$ cat src/rtl/spart_rx_if.sv
// Bus-side view of the SPART receive buffer: read strobe in, byte and status out.
interface spart_rx_if #(
  parameter int DATA_BITS = 8
) ();
  logic                 rx_read;
  logic [DATA_BITS-1:0] rx_data;
  logic                 rda;
  logic                 framing_err;
  logic                 overrun;

  modport master (
    output rx_read,
    input  rx_data,
    input  rda,
    input  framing_err,
    input  overrun
  );

  modport slave (
    input  rx_read,
    output rx_data,
    output rda,
    output framing_err,
    output overrun
  );
endinterface

$ cat src/rtl/spart_rx.sv
// SPART 8N1 receiver: synchronises rxd, re-phases the baud generator on a start edge,
// shifts data LSB first and holds the last good byte with rda/framing/overrun status.
module spart_rx #(
  parameter int DATA_BITS   = 8,
  parameter int SYNC_STAGES = 2
) (
  input  logic         clk,
  input  logic         rst_n,
  input  logic         rxd,
  input  logic         receive_baud,
  output logic         receive_start,
  spart_rx_if.slave    bus
);

  localparam int CNT_W = $clog2(DATA_BITS + 1);
  localparam logic [CNT_W-1:0] LAST_CNT = CNT_W'(DATA_BITS - 1);

  typedef enum logic [1:0] {
    IDLE  = 2'd0,
    START = 2'd1,
    DATA  = 2'd2,
    STOP  = 2'd3
  } state_t;

  state_t                 state_q, state_d;
  logic [SYNC_STAGES-1:0] sync_q;
  logic                   rxd_s, rxd_d;
  logic [DATA_BITS-1:0]   shift_q;
  logic [DATA_BITS-1:0]   rx_data_q;
  logic [CNT_W-1:0]       bit_cnt_q;
  logic                   rda_q, framing_err_q, overrun_q;
  logic                   start_det, cnt_clr, shift_en, byte_good, byte_bad;

  // Stage: rxd synchroniser and edge-detect delay (idle-high reset avoids a false start)
  always_ff @(posedge clk or negedge rst_n) begin
    if (!rst_n) begin
      sync_q <= '1;
      rxd_d  <= 1'b1;
    end else begin
      sync_q <= {sync_q[SYNC_STAGES-2:0], rxd};
      rxd_d  <= rxd_s;
    end
  end

  assign rxd_s = sync_q[SYNC_STAGES-1];

  // Stage: frame FSM, decisions taken only on receive_baud outside IDLE
  always_ff @(posedge clk or negedge rst_n) begin
    if (!rst_n) begin
      state_q <= IDLE;
    end else begin
      state_q <= state_d;
    end
  end

  always_comb begin
    state_d   = state_q;
    start_det = 1'b0;
    cnt_clr   = 1'b0;
    shift_en  = 1'b0;
    byte_good = 1'b0;
    byte_bad  = 1'b0;
    case (state_q)
      IDLE: begin
        if (rxd_d && !rxd_s) begin
          start_det = 1'b1;
          state_d   = START;
        end
      end
      START: begin
        if (receive_baud) begin
          if (rxd_s) begin
            state_d = IDLE;
          end else begin
            cnt_clr = 1'b1;
            state_d = DATA;
          end
        end
      end
      DATA: begin
        if (receive_baud) begin
          shift_en = 1'b1;
          if (bit_cnt_q == LAST_CNT) begin
            state_d = STOP;
          end
        end
      end
      STOP: begin
        if (receive_baud) begin
          state_d   = IDLE;
          byte_good = rxd_s;
          byte_bad  = !rxd_s;
        end
      end
      default: state_d = IDLE;
    endcase
  end

  always_ff @(posedge clk or negedge rst_n) begin
    if (!rst_n) begin
      receive_start <= 1'b0;
      shift_q       <= '0;
      bit_cnt_q     <= '0;
    end else begin
      receive_start <= start_det;
      if (cnt_clr) begin
        bit_cnt_q <= '0;
      end else if (shift_en) begin
        bit_cnt_q <= bit_cnt_q + CNT_W'(1);
      end
      if (shift_en) begin
        shift_q <= {rxd_s, shift_q[DATA_BITS-1:1]};
      end
    end
  end

  // Stage: holding register and status; a completing frame takes priority over rx_read
  always_ff @(posedge clk or negedge rst_n) begin
    if (!rst_n) begin
      rx_data_q     <= '0;
      rda_q         <= 1'b0;
      framing_err_q <= 1'b0;
      overrun_q     <= 1'b0;
    end else begin
      if (byte_good) begin
        rx_data_q <= shift_q;
        rda_q     <= 1'b1;
      end else if (bus.rx_read) begin
        rda_q     <= 1'b0;
      end

      if (byte_bad) begin
        framing_err_q <= 1'b1;
      end else if (bus.rx_read) begin
        framing_err_q <= 1'b0;
      end

      if (bus.rx_read) begin
        overrun_q <= 1'b0;
      end else if (byte_good && rda_q) begin
        overrun_q <= 1'b1;
      end
    end
  end

  assign bus.rx_data     = rx_data_q;
  assign bus.rda         = rda_q;
  assign bus.framing_err = framing_err_q;
  assign bus.overrun     = overrun_q;

endmodule
$ cat src/flat_wrapper.sv
// flat-port wrapper written by rule: the top's interface ports become plain ports
module spart_rx_flat 
#(
  parameter int DATA_BITS   = 8,
  parameter int SYNC_STAGES = 2
)
  (clk, rst_n, rxd, receive_baud, receive_start, bus_rx_read, bus_rx_data, bus_rda, bus_framing_err, bus_overrun);
  spart_rx_if #(.DATA_BITS(DATA_BITS)) bus_i ();
  input  logic clk;
  input  logic rst_n;
  input  logic rxd;
  input  logic receive_baud;
  output logic receive_start;
  input wire logic [$bits(bus_i.rx_read)-1:0] bus_rx_read;
  output wire logic [$bits(bus_i.rx_data)-1:0] bus_rx_data;
  output wire logic [$bits(bus_i.rda)-1:0] bus_rda;
  output wire logic [$bits(bus_i.framing_err)-1:0] bus_framing_err;
  output wire logic [$bits(bus_i.overrun)-1:0] bus_overrun;
  assign bus_i.rx_read = bus_rx_read;
  assign bus_rx_data = bus_i.rx_data;
  assign bus_rda = bus_i.rda;
  assign bus_framing_err = bus_i.framing_err;
  assign bus_overrun = bus_i.overrun;
  spart_rx #(.DATA_BITS(DATA_BITS), .SYNC_STAGES(SYNC_STAGES)) u_core (.clk(clk), .rst_n(rst_n), .rxd(rxd), .receive_baud(receive_baud), .receive_start(receive_start), .bus(bus_i));
endmodule
$ cat config.mk
export PLATFORM = sky130hd
export DESIGN_NAME = spart_rx_flat
export DESIGN_NICKNAME = d
export VERILOG_FILES = /design/src/rtl/spart_rx_if.sv /design/src/rtl/spart_rx.sv /design/src/flat_wrapper.sv
export SDC_FILE = /design/constraint.sdc
export NUM_CORES = 1
export LEC_CHECK = 0
export CORE_MARGIN = 4
export CORE_UTILIZATION = 46
export CTS_CLUSTER_SIZE = 24
export DETAILED_ROUTE_END_ITERATION = 8
export GPL_TIMING_DRIVEN = 0
export PLACE_DENSITY_LB_ADDON = 0.3
export SYNTH_ARGS = -nofsm -noshare
export SYNTH_HDL_FRONTEND = slang
export SYNTH_SLANG_ARGS = --single-unit
$ cat constraint.sdc
create_clock -name clk -period 1.2 [get_ports clk]
set_clock_uncertainty 0.1 [all_clocks]
set_input_delay 0.12 -clock clk [delete_from_list [all_inputs] [get_ports clk]]
set_output_delay 0.12 -clock clk [all_outputs]
set_load 0.01 [all_outputs]
**Yosys cells after proc, flatten, opt, wreduce, memory -nomap -nowiden**

Cells that the tools add are included.

- Flip-flop bits (word level): 29
- Input port bits: 5
- Output and inout port bits: 12

- Multiplexer cells: 25
- Add/subtract/negate cells: 1
- Reductions and logical operators: 9
- Equality and inequality tests: 9

Operators by type and width:

| cell | count |
|---|---|
| $mux 1 | 16 |
| $mux 2 | 6 |
| $mux 4 | 2 |
| $pmux 2 s4 | 1 |
| $reduce_bool 2->1 | 4 |
| $ne 2x2->1 const B | 3 |
| $reduce_and 5->1 | 1 |
| $add 4x1->4 const B | 1 |
| $eq 2x2->1 const B | 2 |
| $eq 4x3->1 const B | 1 |
| $ne 2x1->1 const B | 2 |
| $eq 2x1->1 const B | 1 |
| $logic_and 1x1->1 | 2 |
| $logic_not 2->1 | 1 |
| $logic_not 1->1 | 1 |

**Depth between registers and ports, before layout**

- Depth in word-level cells: 5
- Gate-level depth with buffers: 5

**Worst setup path before layout**

Ideal clock, no wire load.

- Kind: register -> register
- Start point: reg u_core.state_q[0]
- End point: reg u_core.shift_q[0]
- Cell stages (with the launch flop): 5
- Period minus slack after synthesis: 1.282 ns
- Required time: 0.975 ns
- Buffers on the path: 2
- Arrival: 1.057 ns
- Slack: -0.082 ns
- Cells stage by stage: dfrtp_1 -> clkbuf_2 -> nand3b_4 -> buf_6 -> mux2_2

- Longest elaborated chain between the ends: 2

RTL lines:

| element | RTL line | source |
|---|---|---|
| start: declaration | spart_rx.sv:25 | `state_t state_q, state_d;` |
| start signal: assignment | spart_rx.sv:52 | `state_q <= state_d;` |
| $eq 2x2->1 | spart_rx.sv:63 | `case (state_q)` |
| $mux 1 | spart_rx.sv:63 |  |
| end signal: assignment | spart_rx.sv:112 | `shift_q <= {rxd_s, shift_q[DATA_BITS-1:1]};` |
| end: declaration | spart_rx.sv:28 | `logic [DATA_BITS-1:0] shift_q;` |

No other way between the ends.
A chain may end at the register's enable or synchronous reset.

**Final worst setup path**

- Start point: reg u_core.state_q[0]
- End point: reg u_core.bit_cnt_q[3]

- Longest elaborated chain between the ends: 3

RTL lines:

| element | RTL line | source |
|---|---|---|
| $eq 2x1->1 / $eq 2x2->1 (equally long branches) | spart_rx.sv:63 |  |
| $mux 1 | spart_rx.sv:63 |  |
| $mux 4 / $reduce_bool 2->1 (equally long branches) | n/a |  |
| end signal: assignment | spart_rx.sv:109 | `bit_cnt_q <= bit_cnt_q + CNT_W'(1);` |
| end: declaration | spart_rx.sv:30 | `logic [CNT_W-1:0] bit_cnt_q;` |

Several ways; a longest one is shown, not always the timed one.

==> impl_metrics.csv <==
group,metric,value,unit
routing,detail_route.iter0.violations,9,
yosys,synth_area_per_cell,11.9,um^2
routing,vias,792,
timing,crit_share_post_route,1.11,
clocking,numCtsBuffers,5,
yosys,yosysSeqAreaShare,0.646,
yosys,synthCells,95,
place,placed_cells,139,
finish,layout.nets,136,
floorplan,die_boundary_width,57.6,um
yosys,synth-compound-area-share,0.0410,
global_route,largest_net_degree_at_the_start_of_global_routing,30,
yosys,top_cells_by_area_synth,"sky130_fd_sc_hd__dfrtp_1 (58%), sky130_fd_sc_hd__nand2_1 (8.6%), sky130_fd_sc_hd__mux2_2 (8.0%)",
flow_run,drv.max_cap_violation_count,0,
timing,timing.final.setup_violations,21,
timing,least_setup_slack_across_all_paths_after_layout,-0.130,ns
routing,routed_wl,2050,um
timing,fin_crit,1.33,ns
floorplan,fp-row-count,17,
place,buffer_ports.inserted,16,
worst_setup_path,cp_cell_sequence,"nand3b_4 -> or3_1 -> a21oi_2",
yosys,post_synth_instance_area,1130,um^2
timing,max_slew.worst_pin.slew,0.615,ns
worst_setup_path,worst-endpoint-arrival,1.48,ns
finish,final_cell_mix,"sky130_fd_sc_hd__dfrtp_1 (25), sky130_fd_sc_hd__nand2_1 (19), sky130_fd_sc_hd__clkbuf_2 (9), sky130_fd_sc_hd__buf_4 (9), sky130_fd_sc_hd__mux2_2 (8)",
global_route,number_of_global_route_vias_before_repair,804,
yosys,netlist.area_leader.share,0.576,
floorplan,ios,17,
finish,count_of_antenna_diodes_in_the_layout,0,
timing,slew_headroom,0.590,
routing,firstDrtPassIters,4,
power,power.density_cell_area,1920,nW/um^2
hold_path,tightest_hold_check_type,"in -> reg",
hold_path,hold-path-cell-count,1,
routing,drc,0,
yosys,dominant_combinational_cell_family_by_area_after_synthesis,"simple AND/OR/NAND/NOR gates",
hold_path,worst_hold_path.endpoint,"u_core.sync_q[0]$_DFF_PN1_",
place,place.gp.congestion,0.683,
floorplan,die_height,57.6,um
worst_setup_path,startpoint_type,"register",
routing,ant_nets,0,
worst_setup_path,crit-reg2reg-capture,"u_core.bit_cnt_q[3]$_DFFE_PN0P_",
floorplan,design.core.area,2280,um^2
worst_setup_path,critical_path_required,1.35,ns
worst_setup_path,worst_path_largest_cell_delay,0.44,ns
timing,maxSlewViolCount,0,
finish,finish.cell_count_without_fillers,159,
clocking,htreeDepth,2,
yosys,simple_logic_cell_fraction_of_the_synthesized_area,0.165,
yosys,synth.ff_latch_count,29,
global_route,grt.total_usage,0.143,
place,dpl.hpwl,1280,um
routing,routed_via_density,4.98,
timing,timing_hold_violations_final,0,
clocking,worst_setup_hold_path_clk_slew,0.09,ns
finish,final_layout_size_suffix_gt1_frac,0.435,
global_route,globalRouteMet3Util,0.0701,
global_route,grt_use_met2,0.231,
worst_setup_path,criticalPathCategory,"reg -> reg",
worst_setup_path,regToRegSetupSlack,-0.13,ns
clocking,ctsRootBufferMaster,"sky130_fd_sc_hd__clkbuf_4",
worst_setup_path,worstPathMaxFanout,5,
hold_path,hold_start,"rxd",
floorplan,floorplan.initialDensity,0.496,
finish,final_util,0.657,
yosys,synth_warnings,0,
global_route,antenna_found_initial,0,
clocking,cts_buffer_depth,2,
run_status,status,"complete, but fails checks",
global_route,grt_pass1_wl,3470,um
yosys,postSynthNetCount,101,
power,vdd_drop_max,0.00135,V
finish,fill_cells,183,
clocking,cts.sinks,29,
finish,flow.area_growth_from_synthesis,32.3,%
timing,rsz0062_at_grt,"yes",
global_route,grt_remaining_overflow,0,
clocking,clk-insertion-delay-late,0.33,ns
yosys,post_synth_num_cell_types,25,
global_route,gr-max-usage-layer,"met2",
worst_setup_path,ff2ff_path_depth,3,
routing,detailed_route_wire_length_per_cell,12.9,um
yosys,post_synth_xor_area_fraction,0.0155,
worst_setup_path,kind_of_end_point_of_the_critical_path,"register",
worst_setup_path,critical-path-slowest-cell,"sky130_fd_sc_hd__dfrtp_2",
worst_setup_path,r2r_start,"u_core.state_q[0]$_DFFE_PN0P_",
floorplan,dieArea,3310,um^2
power,leakage_dissipation,0.773,nW
run_status,failed_checks,"setup timing",
yosys,yosys-mux-area-fraction,0.0886,
clocking,cts_tree,"done",
global_route,met1_usage,0.158,
yosys,synth_fa_ha_area_frac,0.0111,
yosys,netlist.top_cell.by_area,"sky130_fd_sc_hd__dfrtp_1",
timing,timing.fmax,752,MHz
finish,layout_commonest_cell,"sky130_fd_sc_hd__dfrtp_1",
flip-flops by register name, summed over array words and instances (netlist names), named ones only:
name                    count
u_core.rxd_d                1
u_core.bus.rx_data          8
u_core.bus.framing_err      1
u_core.shift_q              8
u_core.bus.rda              1
u_core.state_q              1
u_core.sync_q               2
u_core.receive_start        1
u_core.bit_cnt_q            4
u_core.bus.overrun          1
synth_stat cells, drive strengths merged:
| cell | instances |
|---|---|
| o22ai | 1 |
| mux2 | 8 |
| xor2 | 2 |
| nand4b | 1 |
| ha | 1 |
| inv | 3 |
| dfstp | 3 |
| nand3 | 2 |
| clkbuf | 1 |
| and4 | 1 |
| nor2 | 4 |
| nand2 | 26 |
| o21ai | 2 |
| nor4b | 1 |
| a21oi | 3 |
| o31ai | 1 |
| nor3 | 1 |
| or3 | 1 |
| buf | 3 |
| nand3b | 1 |
| mux2i | 1 |
| nand4 | 1 |
| a21o | 1 |
| dfrtp | 26 |
worst max-delay path: cells and delay by family (launching register included):
family / cells / cell delay [ns]
simple gates: 2 / 0.59
compound gates: 1 / 0.12
flops: 1 / 0.44
layer usage:
| layer | vias to the layer above | wire [um] | part of all wire |
|---|---|---|---|
| met3 | 2 | 113 | 0.055 |
| met2 | 17 | 1040 | 0.50 |
| met4 | 0 | 23 | 0.011 |
| met5 | - | 0 | 0 |
| li1 | 386 | - | - |
| met1 | 387 | 879 | 0.43 |
where the power goes:
group | leakage [nW] | total [mW] | internal [mW] | switching (mW)
sequential | 0.375 | 1.45 | 1.26 | 0.194
combinational | 0.365 | 0.871 | 0.496 | 0.375
clock | 0.0320 | 0.549 | 0.223 | 0.327
total | 0.773 | 2.87 | 1.98 | 0.895
through the flow:
stage                     hold WS [ns]  setup WS [ns]  total power, mW  setup TNS, ns  cell area, um^2
after global placement           0.246         -0.508             2.19         -22.98             1340
after floorplan                 -0.276        -0.0721             1.92         -0.492             1150
final                            0.107         -0.130             2.87          -1.36             1500
after detailed placement         0.249         -0.539             2.24         -24.36             1340
after global routing            0.0783         -0.156             3.08          -2.39             1500
after CTS                       0.0893         -0.101             2.89          -1.17             1500
layout make-up:
type,instances,area (um^2),share of cell area
sequential,29,731,0.489
multi-input combinational,59,397,0.265
timing repair buffer,29,233,0.156
clock buffer,6,41.3,0.0276
buffer,3,37.5,0.0251
tap,28,35.0,0.0234
inverter,3,11.3,0.00753
clock inverter,2,10.0,0.00669
worst max path at each step:
stage	start	to	depth (start not counted)
after floorplan	u_core.state_q[0]$_DFFE_PN0P_	u_core.shift_q[0]$_DFFE_PN0P_	4
after global placement	rst_n	u_core.bus.rx_data[5]$_DFFE_PN0P_	1
after detailed placement	rst_n	u_core.shift_q[5]$_DFFE_PN0P_	1
after CTS	register	u_core.shift_q[6]$_DFFE_PN0P_	4
after global routing	u_core.state_q[0]$_DFFE_PN0P_	u_core.bit_cnt_q[3]$_DFFE_PN0P_	3
final	u_core.state_q[0]$_DFFE_PN0P_	u_core.bit_cnt_q[3]$_DFFE_PN0P_	3
cells by family (layout without fill, tap and decap cells):
family                   Yosys count  count (layout)
multiplexers                       9               9
AND/OR/NAND/NOR                   39              39
buffers and inverters              7              43
flip-flops                        29              29
adder cells (fa/ha/maj)            1               1
XOR/XNOR                           2               2
AO/OA/AOI/OAI                      8               8
what timing repair did:
action | CTS | global route
gates resized for setup | 32 | 23
buffers inserted | 9 | 2
hold buffers | 0 | 1
endpoints found under the hold margin | 0 | 26
gates cloned | 1 | 0
pin swaps | 2 | 6
setup endpoints to repair | 60 | 35
Note: power is estimated with default switching activity, not from simulation.
